File: src/rtl/cmp_pkg.sv
// Shared types and constants for the sequenced magnitude comparator.
package cmp_pkg;

  localparam int unsigned PAIR_W = 2;

  typedef enum logic [1:0] {
    IDLE,
    RUN,
    DONE
  } cmp_state_t;

  // Pair index width: $clog2(S/2), never narrower than one bit.
  function automatic int unsigned idx_width(input int unsigned s);
    return (s / 2 > 1) ? $clog2(s / 2) : 1;
  endfunction

endpackage

File: src/rtl/pair_cmp_slice.sv
// Combinational 2-bit magnitude compare slice with cascade inputs.
module pair_cmp_slice
  import cmp_pkg::*;
(
  input  logic [PAIR_W-1:0] a_i,
  input  logic [PAIR_W-1:0] b_i,
  input  logic              eq_i,
  input  logic              gt_i,
  output logic              eq_o,
  output logic              gt_o
);

  // A more-significant decision (eq_i == 0) overrides this pair.
  always_comb begin
    eq_o = eq_i;
    gt_o = gt_i;
    if (eq_i) begin
      eq_o = (a_i == b_i);
      gt_o = (a_i > b_i);
    end
  end

endmodule

File: src/rtl/serial_cmp_ctrl.sv
// Multi-cycle magnitude comparator: one 2-bit slice scans operand pairs MSB to LSB.
// Define SERIAL_CMP_EARLY_EXIT_EN to finish as soon as the result is decided.
module serial_cmp_ctrl
  import cmp_pkg::*;
#(
  parameter int unsigned S = 8
) (
  input  logic         clk,
  input  logic         rst,
  input  logic         start,
  input  logic [S-1:0] a,
  input  logic [S-1:0] b,
  input  logic         eq_in,
  input  logic         gt_in,
  output logic         busy,
  output logic         done,
  output logic         eq,
  output logic         gt
);

  localparam int unsigned IdxW = idx_width(S);
  localparam logic [IdxW-1:0] IdxLast = IdxW'(S / 2 - 1);

  cmp_state_t state_q, state_d;
  logic [IdxW-1:0] idx_q, idx_d;
  logic [S-1:0] a_q, a_d;
  logic [S-1:0] b_q, b_d;
  logic acc_eq_q, acc_eq_d;
  logic acc_gt_q, acc_gt_d;
  logic eq_q, eq_d;
  logic gt_q, gt_d;

  logic [S-1:0] a_sh, b_sh;
  logic [PAIR_W-1:0] a_pair, b_pair;
  logic new_eq, new_gt;
  logic last_pair;

  assign a_sh   = a_q >> {idx_q, 1'b0};
  assign b_sh   = b_q >> {idx_q, 1'b0};
  assign a_pair = a_sh[PAIR_W-1:0];
  assign b_pair = b_sh[PAIR_W-1:0];

  pair_cmp_slice u_slice (
    .a_i  (a_pair),
    .b_i  (b_pair),
    .eq_i (acc_eq_q),
    .gt_i (acc_gt_q),
    .eq_o (new_eq),
    .gt_o (new_gt)
  );

`ifdef SERIAL_CMP_EARLY_EXIT_EN
  // Once a pair differs the remaining pairs only pass the accumulator through.
  assign last_pair = (idx_q == '0) || !new_eq;
`else
  assign last_pair = (idx_q == '0);
`endif

  always_comb begin
    state_d  = state_q;
    idx_d    = idx_q;
    a_d      = a_q;
    b_d      = b_q;
    acc_eq_d = acc_eq_q;
    acc_gt_d = acc_gt_q;
    eq_d     = eq_q;
    gt_d     = gt_q;

    unique case (state_q)
      IDLE, DONE: begin
        if (start) begin
          a_d      = a;
          b_d      = b;
          acc_eq_d = eq_in;
          acc_gt_d = gt_in;
          idx_d    = IdxLast;
          state_d  = RUN;
        end else begin
          state_d = IDLE;
        end
      end
      RUN: begin
        acc_eq_d = new_eq;
        acc_gt_d = new_gt;
        if (last_pair) begin
          eq_d    = new_eq;
          gt_d    = new_gt;
          state_d = DONE;
        end else begin
          idx_d = idx_q - 1'b1;
        end
      end
      default: state_d = IDLE;
    endcase
  end

  always_ff @(posedge clk or posedge rst) begin
    if (rst) begin
      state_q  <= IDLE;
      idx_q    <= '0;
      a_q      <= '0;
      b_q      <= '0;
      acc_eq_q <= 1'b0;
      acc_gt_q <= 1'b0;
      eq_q     <= 1'b0;
      gt_q     <= 1'b0;
    end else begin
      state_q  <= state_d;
      idx_q    <= idx_d;
      a_q      <= a_d;
      b_q      <= b_d;
      acc_eq_q <= acc_eq_d;
      acc_gt_q <= acc_gt_d;
      eq_q     <= eq_d;
      gt_q     <= gt_d;
    end
  end

  assign busy = (state_q == RUN);
  assign done = (state_q == DONE);
  assign eq   = eq_q;
  assign gt   = gt_q;

endmodule

File: config.mk
export PLATFORM = sky130hd
export DESIGN_NAME = serial_cmp_ctrl
export DESIGN_NICKNAME = d
export VERILOG_FILES = /design/src/rtl/cmp_pkg.sv /design/src/rtl/pair_cmp_slice.sv /design/src/rtl/serial_cmp_ctrl.sv
export SDC_FILE = /design/constraint.sdc
export NUM_CORES = 1
export LEC_CHECK = 0
export ABC_AREA = 1
export BUFFER_PORTS_ARGS = -buffer_cell sky130_fd_sc_hd__buf_2
export CAP_MARGIN = 5
export CORE_ASPECT_RATIO = 1.25
export CORE_MARGIN = 1
export CORE_UTILIZATION = 39
export CTS_BUF_LIST = sky130_fd_sc_hd__clkbuf_2
export CTS_CLUSTER_SIZE = 14
export DETAILED_ROUTE_END_ITERATION = 8
export PLACE_DENSITY_LB_ADDON = 0.15
export SYNTH_ARGS = -nofsm -noshare
export SYNTH_HDL_FRONTEND = slang
export SYNTH_SLANG_ARGS = --single-unit
File: constraint.sdc
create_clock -name clk -period 1.5 [get_ports clk]
set_input_delay 0.225 -clock clk [delete_from_list [all_inputs] [get_ports clk]]
set_output_delay 0.225 -clock clk [all_outputs]
set_load 0.01 [all_outputs]
* Yosys cells after proc, flatten, opt, wreduce, memory -nomap -nowiden
Index checks and enable logic that the tools add are counted.
** Operators by class
- $add $sub $neg :: 1
- Multipliers :: 0
- Div/mod/pow operators :: 0
- Order comparisons :: 1
- Equality and inequality tests :: 6
- Shift-type cells :: 2
- Muxes and demuxes :: 12
- Bitwise operators :: 0
- Reduce and logical (&&, ||, !) cells :: 8
** Operator list (count)
- >> shifter 8 x 3 -> 2 bit :: 2
- case mux 2 bit (2 select lines) :: 2
- 2-to-1 mux 2 bit :: 3
- AND reduction 2 bit :: 3
- 2-to-1 mux 1 bit :: 5
- logical NOT 2 bit :: 2
- != test 2 bit (second input constant) :: 2
- case mux 1 bit (2 select lines) :: 2
- AND reduction 3 bit :: 1
- == test 2 x 1 -> 1 bit (second input constant) :: 1
- == test 2 bit :: 1
- == test 2 bit (second input constant) :: 1
- > comparator 2 bit :: 1
- != test 2 x 1 -> 1 bit (second input constant) :: 1
- nonzero test 2 bit :: 1
- OR reduction 2 bit :: 1
- subtractor 2 x 1 -> 2 bit (second input constant) :: 1
** Storage, ports and cells
- Flip-flop bits (word level) :: 24
- Latch bits :: 0
- Bits in writable memories :: 0
- ROM bits :: 0
- Bits of input ports :: 21
- Word-level logic and storage cells :: 38
- Memories :: 0

* Depth between registers and ports, before layout
- Word-level depth :: 4
- Mapped depth :: 14
- Gate-level depth less buffers :: 12

* Modules after synthesis
From an unflattened synthesis, not the netlist that was laid out.
** Second synthesis, totals
- Cells, all modules :: 158
- Area total of the unflattened synthesis :: 1229.9 µm²
** By module, submodules not included
- serial_cmp_ctrl :: times used 1, cells each 143, area each 1154.9 µm², sequential area each 600.6 µm²
- pair_cmp_slice :: times used 1, cells each 15, area each 75.1 µm², sequential area each 0.0 µm²

* Least setup slack after synthesis
No wires, ideal clock.
- Path kind :: register -> register
- From :: register idx_q[0]
- To :: register acc_gt_q
- Setup time :: 0.117 ns
- Data arrival time :: 1.447 ns
- Required time :: 1.383 ns
- Slack :: -0.064 ns
- Cell stages (with the launch flop) :: 13
- Path buffers :: 2
- Clock period less this slack :: 1.564 ns
- Path through :: dfrtp_1 > buf_6 > inv_2 > clkbuf_8 > o21ai_0 > o21ai_0 > ha_1 > nand2_1 > nand2_1 > nand2_1 > nand2_1 > nand2_1 > nand2_1
** Between the ends
- Longest elaborated chain between the ends :: 4
- Elaborated cells on any way between the ends :: 5
- Those cells by class :: order compare (1); shift (2); mux (2)
** Ends and longest elaborated chain
- start: declaration :: line serial_cmp_ctrl.sv:25 : logic [IdxW-1:0] idx_q, idx_d;
- start signal: assignment :: line serial_cmp_ctrl.sv:109 : idx_q <= idx_d;
- >> shifter 8 x 3 -> 2 bit, on equally long branches :: line serial_cmp_ctrl.sv:38, serial_cmp_ctrl.sv:39
- > comparator 2 bit (*) :: line pair_cmp_slice.sv:19 : gt_o = (a_i > b_i);
- 2-to-1 mux 1 bit (*) :: line pair_cmp_slice.sv:17 : if (eq_i) begin
- case mux 1 bit (2 select lines) (*) :: line serial_cmp_ctrl.sv:69 : unique case (state_q)
- end signal: assignment :: line serial_cmp_ctrl.sv:113 : acc_gt_q <= acc_gt_d;
- end: declaration :: line serial_cmp_ctrl.sv:29 : logic acc_gt_q, acc_gt_d;
Mark *: on every way between the ends. The rest lies on a longest branch, timed or not.
A chain may end at the register's enable or synchronous reset.

* Worst setup path in the final report
- From :: register idx_q[0]
- To :: register gt_q (netlist: gt)
** Between the ends
- Longest elaborated chain between the ends :: 3
- Elaborated cells on any way between the ends :: 6
- Those cells by class :: order compare (1); shift (2); mux (1); reduce/logical (2)
** Ends and longest elaborated chain
- >> shifter 8 x 3 -> 2 bit, on equally long branches :: line serial_cmp_ctrl.sv:38, serial_cmp_ctrl.sv:39
- > comparator 2 bit :: line pair_cmp_slice.sv:19
- 2-to-1 mux 1 bit :: line pair_cmp_slice.sv:17
- end signal: assignment :: line serial_cmp_ctrl.sv:115 : gt_q <= gt_d;
- end: declaration :: line serial_cmp_ctrl.sv:31 : logic gt_q, gt_d;
Parallel ways exist; a longest one is shown, timed or not.

==> impl_metrics.csv <==
group,metric,value,unit
outcome,status,"complete, but fails checks",
outcome,violations,"setup timing",
finish,fillCellCount,282,
floorplanning,dieHeight,63.2,um
global_routing,grt_pass1_vias,943,
synth,syn_area,1170,um^2
sta,fin_crit,1.53,ns
floorplanning,io_pins,25,
min_path,hold_path.class,"primary input to register",
sta,fin_setup_tns,-0.0561,ns
synth,yosysSeqAreaShare,0.514,
floorplanning,dieArea,3220,um^2
synth,synth_area_leaders,"dfrtp_1, nand2_1, o21ai_0, ha_1, nand3_1",
synth,syn_nets,174,
finish,insertedDiodeCount,0,
synth,synth_cell_types,16,
routing,vias_per_cell,4.61,
synth,synth-async-reset-ratio,1.00,
floorplanning,start_util,0.423,
routing,m1WireLength,1.05,mm
sta,drv_slew,0,
routing,vias,992,
finish,nNetsFinal,206,
worst_setup_path,critPathRequiredTime,1.80,ns
finish,final_cells,215,
synth,yosys_most_used_dff,"dfrtp_1",
synth,syn_avg_cell_area,7.78,um^2
global_routing,overflow,0,
synth,ys_ff_latch,24,
routing,wl_met3,83,um
routing,firstDrtPassIters,4,
sta,rsz0062_at_grt,"yes",
routing,drt-initial-drc-count,12,
pwr,peakVddDrop,1.01,mV
worst_setup_path,reg2reg_depth,10,
finish,regArea,601,um^2
finish,areaGrowthSynthToFinish,21.3,%
worst_setup_path,startpoint,"idx_q[0]$_DFFE_PP0P_",
finish,multi_input_area,490,um^2
place,io_buffers,24,
cts,clock-root-buffer,"clkbuf_2",
finish,layout-drive-gt1-share,0.265,
synth,ys_warn_count,0,
run,max-cap-violations,0,
global_routing,grt_antenna_before_repair,0,
global_routing,grt_pass1_wl,4.01,mm
cts,cts_buffers,3,
floorplanning,rows,21,
sta,finalSetupViolCount,2,
min_path,min-delay-start,"b[0]",
sta,skew,0.00937,ns
routing,top_layer_used,"met4",
routing,wl_met2,1.12,mm
pwr,p_per_area,2150,nW/um^2
cts,path_clk_slew,0.23,ns
worst_setup_path,cp-end-kind,"register",
synth,synth.most_common_cell,"nand2_1",
worst_setup_path,cp_max_fo,4,
synth,synth_edf_count,0,
routing,antenna_left,0,
place,placed_cells,208,
place,finalWeightedCongestion,0.724,
worst_setup_path,arrival,1.83,ns
cts,cts.sink_count,24,
synth,synth_commonest_cells,"nand2_1, dfrtp_1, o21ai_0",
sta,tightest_slew,0.375,ns
cts,clk_latency,0.34,ns
global_routing,grt_max_degree,21,
sta,max_slew_margin,0.750,
synth,synth_top_cell_by_area,"dfrtp_1",
sta,period_share,1.02,
floorplanning,fp.dieW,50.9,um
pwr,p_leak,0.800,nW
global_routing,groute.usage.overall,0.162,
cts,cts_tree,"done",
sta,max_freq,0.653,GHz
floorplanning,coreArea,2760,um^2
cts,htreeDepth,1,
sta,final-hold-violation-count,0,
place,dpl.hpwl,1.70,mm
sta,whs,0.0511,ns
worst_setup_path,cp-start-kind,"register",
min_path,hold-path-cell-count,3,
worst_setup_path,critPathKind,"register to register",
worst_setup_path,worstReg2RegStart,"idx_q[0]$_DFFE_PP0P_",
synth,synth.top_cell.area_share,0.514,
routing,routed_wl,2.27,mm
finish,final_util,0.513,
routing,avgRoutedWirePerCell,10.5,um
routing,drcViolationCount,0,
synth,syn_inst,150,
cts,clock_path_buffers,2,
sta,setup_slack,-0.0320,ns
[cell type report]
type                    count  area share
inverters                  14      0.0389
well taps                  34      0.0300
clock inverters             1      0.0212
clock buffers               3      0.0106
flip-flops and latches     24       0.424
repair buffers             32       0.129
multi-input cells         107       0.346
[flip-flops by register name, indices dropped and copies added (netlist names)]
| name | flops |
|---|---|
| a_q | 8 |
| gt | 1 |
| b_q | 8 |
| eq | 1 |
| idx_q | 2 |
| acc_eq_q | 1 |
| state_q | 2 |
| acc_gt_q | 1 |
[critical path, stage by stage, from the launching register on]
cell	delay (ns)
dfrtp_1	0.46
buf_4	0.15
nand2_1	0.05
nand3_1	0.08
nand2_1	0.06
ha_1	0.31
a21oi_1	0.15
nand2_1	0.06
nand2_1	0.07
nand2_1	0.05
nand2_1	0.05
[repair_timing]
action,CTS,global route
pin swaps,1,0
hold buffers,1,0
gates resized for setup,3,4
setup endpoints to repair,4,5
endpoints found under the hold margin,9,0
setup buffers,0,2
gates cloned,0,0
[path summary, 6_finish.rpt]
path	endpoint	slack [ns]
worst max register to register	gt$_DFFE_PP0P_	-0.03
max in group asynchronous	a_q[6]$_DFFE_PP0P_	0.62
worst min register to register	b_q[3]$_DFFE_PP0P_	0.51
min in group asynchronous	acc_gt_q$_DFFE_PP0P_	0.35
worst min-delay path	b_q[0]$_DFFE_PP0P_	0.05
worst max-delay path	gt$_DFFE_PP0P_	-0.03
[routing by layer]
metal / global-route usage / vias to the layer above
met1: 0.214 / 436
met3: 0.0145 / 2
li1: - / 524
met4: 0.0729 / 0
met5: 0 / -
met2: 0.265 / 30
[cell families (layout without fill, tap and decap cells)]
kind of cell / after synthesis / in the layout / synth area share
buffers and inverters: 19 / 50 / 0.0847
AOI/OAI and AO/OA: 13 / 13 / 0.0589
and+or+nand+nor: 91 / 91 / 0.310
DFF: 24 / 24 / 0.514
adders and majority gates: 3 / 3 / 0.0322
[power breakdown]
part / leakage, nW / internal, mW / total (mW) / switching [mW]
registers: 0.297 / 0.938 / 1.10 / 0.166
clock network: 0.0266 / 0.230 / 0.426 / 0.196
logic: 0.476 / 0.625 / 1.51 / 0.884
[through the flow]
stage	worst slack, ns	instance area [um^2]	total power, mW
after floorplan	-0.0206	1170	2.15
final	-0.0320	1420	3.04
after detailed placement	-0.0101	1320	2.47
after global routing	-0.160	1420	3.35
after CTS	-0.0430	1380	2.93
after global placement	0.0280	1320	2.42
[placed cells by master, fill, tap and decap left out, drive strengths merged]
| cell | Yosys | routed |
|---|---|---|
| nand2 | 77 | 77 |
| buf | 4 | 31 |
| dfrtp | 24 | 24 |
| inv | 14 | 14 |
| o21ai | 10 | 10 |
| nand3 | 7 | 7 |
| nor2 | 6 | 6 |
| clkbuf | 1 | 3 |
| a21oi | 3 | 3 |
| ha | 3 | 3 |
| nor3 | 1 | 1 |
| bufinv | 0 | 1 |
| dlygate4sd3 | 0 | 1 |
Note: power is estimated with default switching activity, not from simulation.
